$ cat src/rtl/mem_dbus_ctrl.sv
// Data-bus controller: turns a mem-stage access into a cyc/stb/ack bus cycle.
// Latency: request cycle + bus wait states. The pipeline is stalled until ack, flush or timeout.
module mem_dbus_ctrl #(
  parameter int TIMEOUT = 255
) (
  input  logic        clk,
  input  logic        rst,
  input  logic        cpu_ce_i,
  input  logic        cpu_we_i,
  input  logic [31:0] cpu_addr_i,
  input  logic [3:0]  cpu_sel_i,
  input  logic [31:0] cpu_data_i,
  output logic [31:0] cpu_data_o,
  output logic        stallreq_o,
  input  logic        stall_i,
  input  logic        flush_i,
  output logic        bus_cyc_o,
  output logic        bus_stb_o,
  output logic        bus_we_o,
  output logic [31:0] bus_adr_o,
  output logic [3:0]  bus_sel_o,
  output logic [31:0] bus_dat_o,
  input  logic [31:0] bus_dat_i,
  input  logic        bus_ack_i,
  output logic        bus_err_o
);

  localparam int CW = ($clog2(TIMEOUT + 1) > 8) ? $clog2(TIMEOUT + 1) : 8;

  typedef enum logic [1:0] {S_IDLE, S_BUSY, S_HOLD} state_t;

  state_t        r_state;
  logic [CW-1:0] r_cnt;
  logic [31:0]   r_buf;
  logic          r_cyc;
  logic          r_we;
  logic [31:0]   r_adr;
  logic [3:0]    r_sel;
  logic [31:0]   r_dat;
  logic          r_err;
  logic          w_tmo;

  assign w_tmo = (TIMEOUT != 0) && (r_cnt == CW'(TIMEOUT - 1));

  always_comb begin
    stallreq_o = 1'b0;
    cpu_data_o = 32'h0;
    case (r_state)
      S_IDLE: stallreq_o = cpu_ce_i & ~flush_i;
      S_BUSY: begin
        if (!flush_i) begin
          if (bus_ack_i)   cpu_data_o = bus_dat_i;
          else if (!w_tmo) stallreq_o = 1'b1;
        end
      end
      S_HOLD: cpu_data_o = r_buf;
      default: ;
    endcase
  end

  always_ff @(posedge clk or posedge rst) begin
    if (rst) begin
      r_state <= S_IDLE;
      r_cnt   <= '0;
      r_buf   <= 32'h0;
      r_cyc   <= 1'b0;
      r_we    <= 1'b0;
      r_adr   <= 32'h0;
      r_sel   <= 4'h0;
      r_dat   <= 32'h0;
      r_err   <= 1'b0;
    end else begin
      r_err <= 1'b0;
      case (r_state)
        S_IDLE: begin
          if (cpu_ce_i && !flush_i) begin
            r_cyc   <= 1'b1;
            r_we    <= cpu_we_i;
            r_adr   <= cpu_addr_i;
            r_sel   <= cpu_sel_i;
            r_dat   <= cpu_data_i;
            r_cnt   <= '0;
            r_state <= S_BUSY;
          end
        end
        S_BUSY: begin
          if (flush_i) begin
            r_cyc   <= 1'b0;
            r_we    <= 1'b0;
            r_state <= S_IDLE;
          end else if (bus_ack_i) begin
            r_cyc   <= 1'b0;
            r_we    <= 1'b0;
            r_buf   <= bus_dat_i;
            r_state <= stall_i ? S_HOLD : S_IDLE;
          end else if (w_tmo) begin
            // Aborted loads present zero if the mem stage is held afterwards.
            r_cyc   <= 1'b0;
            r_we    <= 1'b0;
            r_err   <= 1'b1;
            r_buf   <= 32'h0;
            r_state <= stall_i ? S_HOLD : S_IDLE;
          end else if (r_cnt != '1) begin
            r_cnt <= r_cnt + CW'(1);
          end
        end
        S_HOLD: begin
          if (!stall_i || flush_i) r_state <= S_IDLE;
        end
        default: r_state <= S_IDLE;
      endcase
    end
  end

  assign bus_cyc_o = r_cyc;
  assign bus_stb_o = r_cyc;
  assign bus_we_o  = r_we;
  assign bus_adr_o = r_adr;
  assign bus_sel_o = r_sel;
  assign bus_dat_o = r_dat;
  assign bus_err_o = r_err;

endmodule

$ cat config.mk
export PLATFORM = sky130hd
export DESIGN_NAME = mem_dbus_ctrl
export DESIGN_NICKNAME = d
export VERILOG_FILES = /design/src/rtl/mem_dbus_ctrl.sv
export SDC_FILE = /design/constraint.sdc
export NUM_CORES = 1
export LEC_CHECK = 0
export ABC_AREA = 1
export CAP_MARGIN = 40
export CORE_MARGIN = 2
export CORE_UTILIZATION = 46
export DETAILED_ROUTE_END_ITERATION = 8
export HOLD_SLACK_MARGIN = 0.08
export PLACE_DENSITY = 0.86
export SETUP_SLACK_MARGIN = 0.15
export SLEW_MARGIN = 30
export SYNTH_ARGS = -nofsm -noshare
export SYNTH_HDL_FRONTEND = slang
export SYNTH_SLANG_ARGS = --single-unit
$ cat constraint.sdc
create_clock -name clk -period 5.7 [get_ports clk]
set_input_delay 1.14 -clock clk [delete_from_list [all_inputs] [get_ports clk]]
set_output_delay 1.14 -clock clk [all_outputs]
set_load 0.03 [all_outputs]
==> results of run 1 <==
==> per-layer routing <==
layer | GRT usage | up-vias | wire [um]
li1 | - | 1990 | -
met1 | 0.2855 | 2015 | 5318
met2 | 0.4016 | 178 | 7169
met3 | 0.05266 | 26 | 747
met4 | 0.09890 | 0 | 318
met5 | 0 | - | 0
==> worst max-delay path, cell delays in order <==
cell and delay (ns):
clkdlybuf4s50_1 0.48, nor2_2 0.21, inv_2 0.06, nor2_2 0.07
buf_4 0.32, nand2_1 0.13, a21oi_1 0.22, clkdlybuf4s50_1 0.71
==> kinds of logic after synthesis <==
logic type	count (synthesis)
buf+inv	42
flops	113
simple gates	205
mux	68
compound gates	48
fa+ha+maj	5
==> metrics by stage <==
stage	instances	worst slack, ns	util	total power [mW]
2_1_floorplan	481	1.573	-	2.611
3_3_place_gp	809	1.276	0.6864	3.386
3_5_place_dp	810	1.244	0.6895	3.460
4_1_cts	842	1.224	0.7455	4.510
5_1_grt	843	1.075	0.7481	4.715
6_report	843	1.194	0.7481	4.487
==> sequential cells by signal, indices dropped and copies added (netlist names) <==
signal / count
bus_adr_o: 32
bus_cyc_o: 1
bus_dat_o: 32
bus_err_o: 1
bus_sel_o: 4
bus_we_o: 1
r_buf: 32
r_cnt: 8
r_state: 2
==> synth_stat cells <==
library cell    n  area share
mux2_4          9       0.027
a21oi_1        33       0.033
buf_4           4      0.0060
nor2_4          1      0.0023
nand3_1         9      0.0091
buf_2           9      0.0091
buf_6           2      0.0045
ha_1            5       0.013
mux2_2         59        0.13
o21a_1          1      0.0015
inv_1          16       0.012
inv_2           4      0.0030
dfrtp_1       113        0.57
nor2_1         13      0.0098
o21ai_0         5      0.0050
nand3_2         1      0.0020
nand2_1       173        0.13
nor3_1          3      0.0030
clkbuf_1        7      0.0053
a21oi_2         1      0.0018
o21bai_1        8       0.012
nand2_2         2      0.0025
nor2_2          3      0.0038
==> worst min-delay path by stage <==
stage / startpoint / to / slack, ns / depth (start not counted)
floorplan: r_buf[0]$_DFFE_PP0P_ / r_buf[0]$_DFFE_PP0P_ / 0.44 / 2
global placement: r_buf[9]$_DFFE_PP0P_ / r_buf[9]$_DFFE_PP0P_ / 0.45 / 2
detailed placement: r_buf[9]$_DFFE_PP0P_ / r_buf[9]$_DFFE_PP0P_ / 0.46 / 2
CTS: r_buf[29]$_DFFE_PP0P_ / r_buf[29]$_DFFE_PP0P_ / 0.47 / 2
global route: r_buf[16]$_DFFE_PP0P_ / r_buf[16]$_DFFE_PP0P_ / 0.49 / 2
finish: r_buf[16]$_DFFE_PP0P_ / r_buf[16]$_DFFE_PP0P_ / 0.47 / 2
==> final cells by class <==
class                           instances  area (um2)
Fill cell                             679        2624
Clock buffer                           18       427.9
Clock inverter                         14       155.1
Timing Repair Buffer                  216        2190
Tap cell                              136       170.2
Sequential cell                       113        2828
Multi-Input combinational cell        326        1944
Inverter                               20       77.57
==> report_power, final <==
group / total (mW) / internal, mW / switching, mW
logic: 2.08 / 0.898 / 1.19
clock network: 1.02 / 0.638 / 0.384
registers: 1.38 / 1.18 / 0.204
==> flow_summary_export.csv, run 1 <==
group,metric,value,unit
critical_path,end_kind,"output port",
clocking,htree_levels,4,
timing,finalHoldViolations,0,
drt,detail-route-antenna-nets,0,
drt,vias,4209,
floorplanning,initial_core_util,0.4768,
critical_path,critPathRequiredTime,4.56,ns
timing,tns,0,ns
critical_path,path_class,"input pin to output port",
global_routing,grt_util_all_layers,0.2344,
layout,fin_area,7792,um2
critical_path,timing.rr.end,"r_buf[0]$_DFFE_PP0P_",
synthesis,yosysSeqAreaShare,0.5694,
critical_path,cp-start-kind,"input pin",
synthesis,synth_fa_ha_area_frac,0.01260,
timing,rsz0062_at_grt,"no",
clocking,cts_tree,"done",
synthesis,syn_avg_cell_area,10.32,um2
clocking,cts_root_buf,"clkbuf_8",
floorplanning,rows,37,
timing,clock.fmax,0.2219,GHz
timing,final.period_utilization,0.7905,
critical_path,r2r-start,"r_state[1]$_DFFE_PP0P_",
critical_path,crit_fanout,32,
timing,hold_slack,0.4686,ns
placement,placed_cell_area,7182,um2
clocking,post_cts_buffers,0,
layout,nNetsFinal,806,
floorplanning,die_x,107.9,um
run,max_cap_viol_count,0,
layout,final_common_cell,"clkdlybuf4s50_1",
timing,period_minus_slack,4.506,ns
synthesis,syn_area,4966,um2
synthesis,synth_warnings,0,
drt,drc,0,
global_routing,overflow,0,
floorplanning,fp.dieH,107.9,um
synthesis,ys_ff_latch,113,
power,irDropWorstVdd,0.3282,mV
floorplanning,die-area,11640,um2
outcome,status,"completed",
critical_path,rrSetupSlack,3.71,ns
drt,drt_iter0_drc,271,
global_routing,antenna_found_initial,0,
global_routing,grt_pass1_wl,21.09,mm
drt,dr.pass1.iters,4,
placement,hpwl,9.398,mm
synthesis,synth_cell_types,23,
synthesis,synth.area.mux_share,0.1610,
clocking,cts_resized,0,
placement,portBuffers,211,
floorplanning,core,10420,um2
global_routing,grt_max_degree,69,
synthesis,synth_compound_area_frac,0.05367,
synthesis,synth_top_family_by_area,"simple AND/OR/NAND/NOR gates",
clocking,clock-sinks,113,
global_routing,grt_pass1_vias,4235,
critical_path,r2r_cells,7,
synthesis,syn-instance-count,481,
timing,tightest_slew,0.6585,ns
synthesis,syn-num-nets,593,
clocking,clockBufferDepth,2,
clocking,cts_hold_buf,0,
timing,setup_viol,0,
min_path,hold_path.class,"register to register",
drt,wl,13.55,mm
layout,final_cell_mix,"211 x clkdlybuf4s50_1, 172 x nand2_1, 113 x dfrtp_1",
drt,wl_per_cell,16.08,um
clocking,clk_pin_slew,0.06,ns
critical_path,endpoint,"cpu_data_o[21]",
timing,skew,0.009167,ns
floorplanning,ioPinCount,212,
drt,viasPerCell,4.993,
power,leakagePower,3.470,nW
synthesis,yosys.area_share.xor_xnor,0,
critical_path,crit_start,"flush_i",
clocking,clk_latency,0.50,ns
layout,layout-drive-gt1-share,0.1711,
timing,report.final.slew_viol_count,0,
layout,diodes,0,
power,p_per_area,575.8,nW/um2
layout,area_growth,56.92,%
clocking,cts_inserted_buffers,17,
timing,slew_headroom,0.5610,
critical_path,cp.arrival,3.37,ns
synthesis,synthSimpleGateAreaFrac,0.1633,
placement,finalWeightedCongestion,0.8695,
(Power assumes the default switching activity.)
==> run 2, diff against run 1 <==
CORE_UTILIZATION = 39   (was 46)
PLACE_DENSITY = 0.78   (was 0.86)
clock period = 3.9 ns   (was 5.7 ns; I/O delays follow)
==> flow_summary_export.csv, run 2 (synthesized netlist as in run 1, its figures left out) <==
group,metric,value,unit
floorplanning,initial_core_util,0.3967,
critical_path,cp.arrival,2.49,ns
timing,finalHoldViolations,0,
placement,portBuffers,211,
critical_path,cpPeakStageDelay,0.69,ns
timing,setup_viol,0,
floorplanning,rows,41,
timing,tns,0,ns
critical_path,end_kind,"output port",
global_routing,grtUsageMet3,0.05407,
layout,diodes,0,
timing,clock.fmax,0.3062,GHz
clocking,htree_levels,4,
clocking,cts_hold_buf,0,
timing,report.final.slew_viol_count,0,
layout,area_growth,57.42,%
floorplanning,fp.dieH,116.8,um
clocking,cts_resized,0,
global_routing,met1_usage,0.2184,
timing,tightest_slew,0.5915,ns
timing,final.period_utilization,0.8375,
global_routing,grt_pass1_vias,4034,
global_routing,grt_pass1_wl,19.26,mm
clocking,cts_inserted_buffers,17,
global_routing,antenna_found_initial,0,
drt,drc,0,
drt,dr.pass1.iters,4,
clocking,cts_tree,"done",
critical_path,crit_path_top_delay_cell,"clkdlybuf4s50_1",
clocking,clock-sinks,113,
placement,hpwl,9.190,mm
layout,nNetsFinal,808,
timing,period_minus_slack,3.266,ns
timing,rsz0062_at_grt,"no",
global_routing,grt_max_degree,114,
global_routing,overflow,0,
global_routing,grt_util_all_layers,0.1832,
drt,drt_iter0_drc,202,
layout,final_common_cell,"clkdlybuf4s50_1",
drt,wl,12.69,mm
drt,detail-route-antenna-nets,0,
critical_path,crit_fanout,4,
clocking,clockBufferDepth,2,
clocking,cts_root_buf,"clkbuf_16",
clocking,clk_latency,0.40,ns
floorplanning,ioPinCount,212,
layout,layout-drive-gt1-share,0.2130,
drt,viasPerCell,4.691,
power,p_total,6.633,mW
timing,skew,0.004627,ns
floorplanning,core,12520,um2
layout,final_cell_mix,"179 x clkdlybuf4s50_1, 172 x nand2_1, 113 x dfrtp_1",
critical_path,critPathRequiredTime,3.12,ns
critical_path,crit_top_cell,"clkdlybuf4s50_1",
drt,wl_per_cell,14.40,um
floorplanning,die-area,13650,um2
global_routing,gr-usage-met2,0.3091,
drt,vias,4133,
run,max_cap_viol_count,0,
clocking,clk_pin_slew,0.05,ns
critical_path,path_class,"input pin to output port",
power,irDropWorstVdd,0.4564,mV
critical_path,crit_chain,"clkdlybuf4s50_1, nor2_2, nand3_1, nand2_1, clkdlybuf4s50_1",
placement,finalWeightedCongestion,0.7922,
global_routing,grt_busiest_layer,"met2",
power,leakagePower,3.565,nW
clocking,post_cts_buffers,0,
critical_path,cp-start-kind,"input pin",
outcome,status,"completed",
timing,slew_headroom,0.6057,
floorplanning,die_x,116.8,um
power,p_per_area,848.5,nW/um2
min_path,hold_path.class,"register to register",
-- run 2: cell types whose count changed in the layout (fill, tap and decap cells not counted), sizes merged --
cell,previous run,this run
clkinvlp,2,3
buf,5,39
inv,23,19
clkdlybuf4s50,211,179
clkinv,7,4
bufinv,2,3
clkbuf,18,23
-- run 2: metrics by stage --
step	util	worst slack (ns)	std cells	hold slack, ns	area (um2)
6_report	0.6246	0.6338	881	0.4710	7818
5_1_grt	0.6246	0.4995	881	0.4944	7818
4_1_cts	0.6224	0.6427	880	0.4731	7790
3_5_place_dp	0.5731	0.6546	848	0.4610	7173
3_3_place_gp	0.5707	0.7041	847	0.4531	7143
2_1_floorplan	-	1.291	481	0.4417	4970
-- run 2: cell type report --
cell class                      count  area, um2
Clock inverter                      9      128.9
Multi-Input combinational cell    326       1942
Inverter                           20      78.83
Sequential cell                   113       2828
Clock buffer                       23      488.0
Fill cell                        1046       4700
Tap cell                          172      215.2
Timing Repair Buffer              218       2137
-- run 2: per-layer routing --
metal	vias to the layer above	part of all wire	wire length (um)
met5	-	0	0
met4	0	0.020	255
met3	23	0.067	845
met2	164	0.53	6667
met1	1954	0.39	4921
li1	1992	-	-
-- run 2: worst paths after layout --
path	from	endpoint	slack, ns	depth (start not counted)
max	flush_i	stallreq_o	0.63	5
min	r_buf[28]$_DFFE_PP0P_	r_buf[28]$_DFFE_PP0P_	0.47	2
max reg2reg	r_state[0]$_DFFE_PP0P_	bus_dat_o[31]$_DFFE_PP0P_	2.01	6
min reg2reg	r_buf[28]$_DFFE_PP0P_	r_buf[28]$_DFFE_PP0P_	0.47	2
max in group asynchronous	rst	r_buf[13]$_DFFE_PP0P_	2.54	3
min in group asynchronous	rst	bus_adr_o[21]$_DFFE_PP0P_	0.92	3
-- run 2: power by group --
part           total, mW  internal, mW  switching, mW
Combinational       3.04          1.34           1.70
Sequential          2.02          1.72          0.295
Clock               1.58          1.07          0.509
Total               6.63          4.13           2.50
-- run 2: worst max-delay path: cells and delay by family --
| kind | cells | cell delay, ns |
|---|---|---|
| buffers and inverters | 2 | 1.19 |
| and+or+nand+nor | 3 | 0.50 |
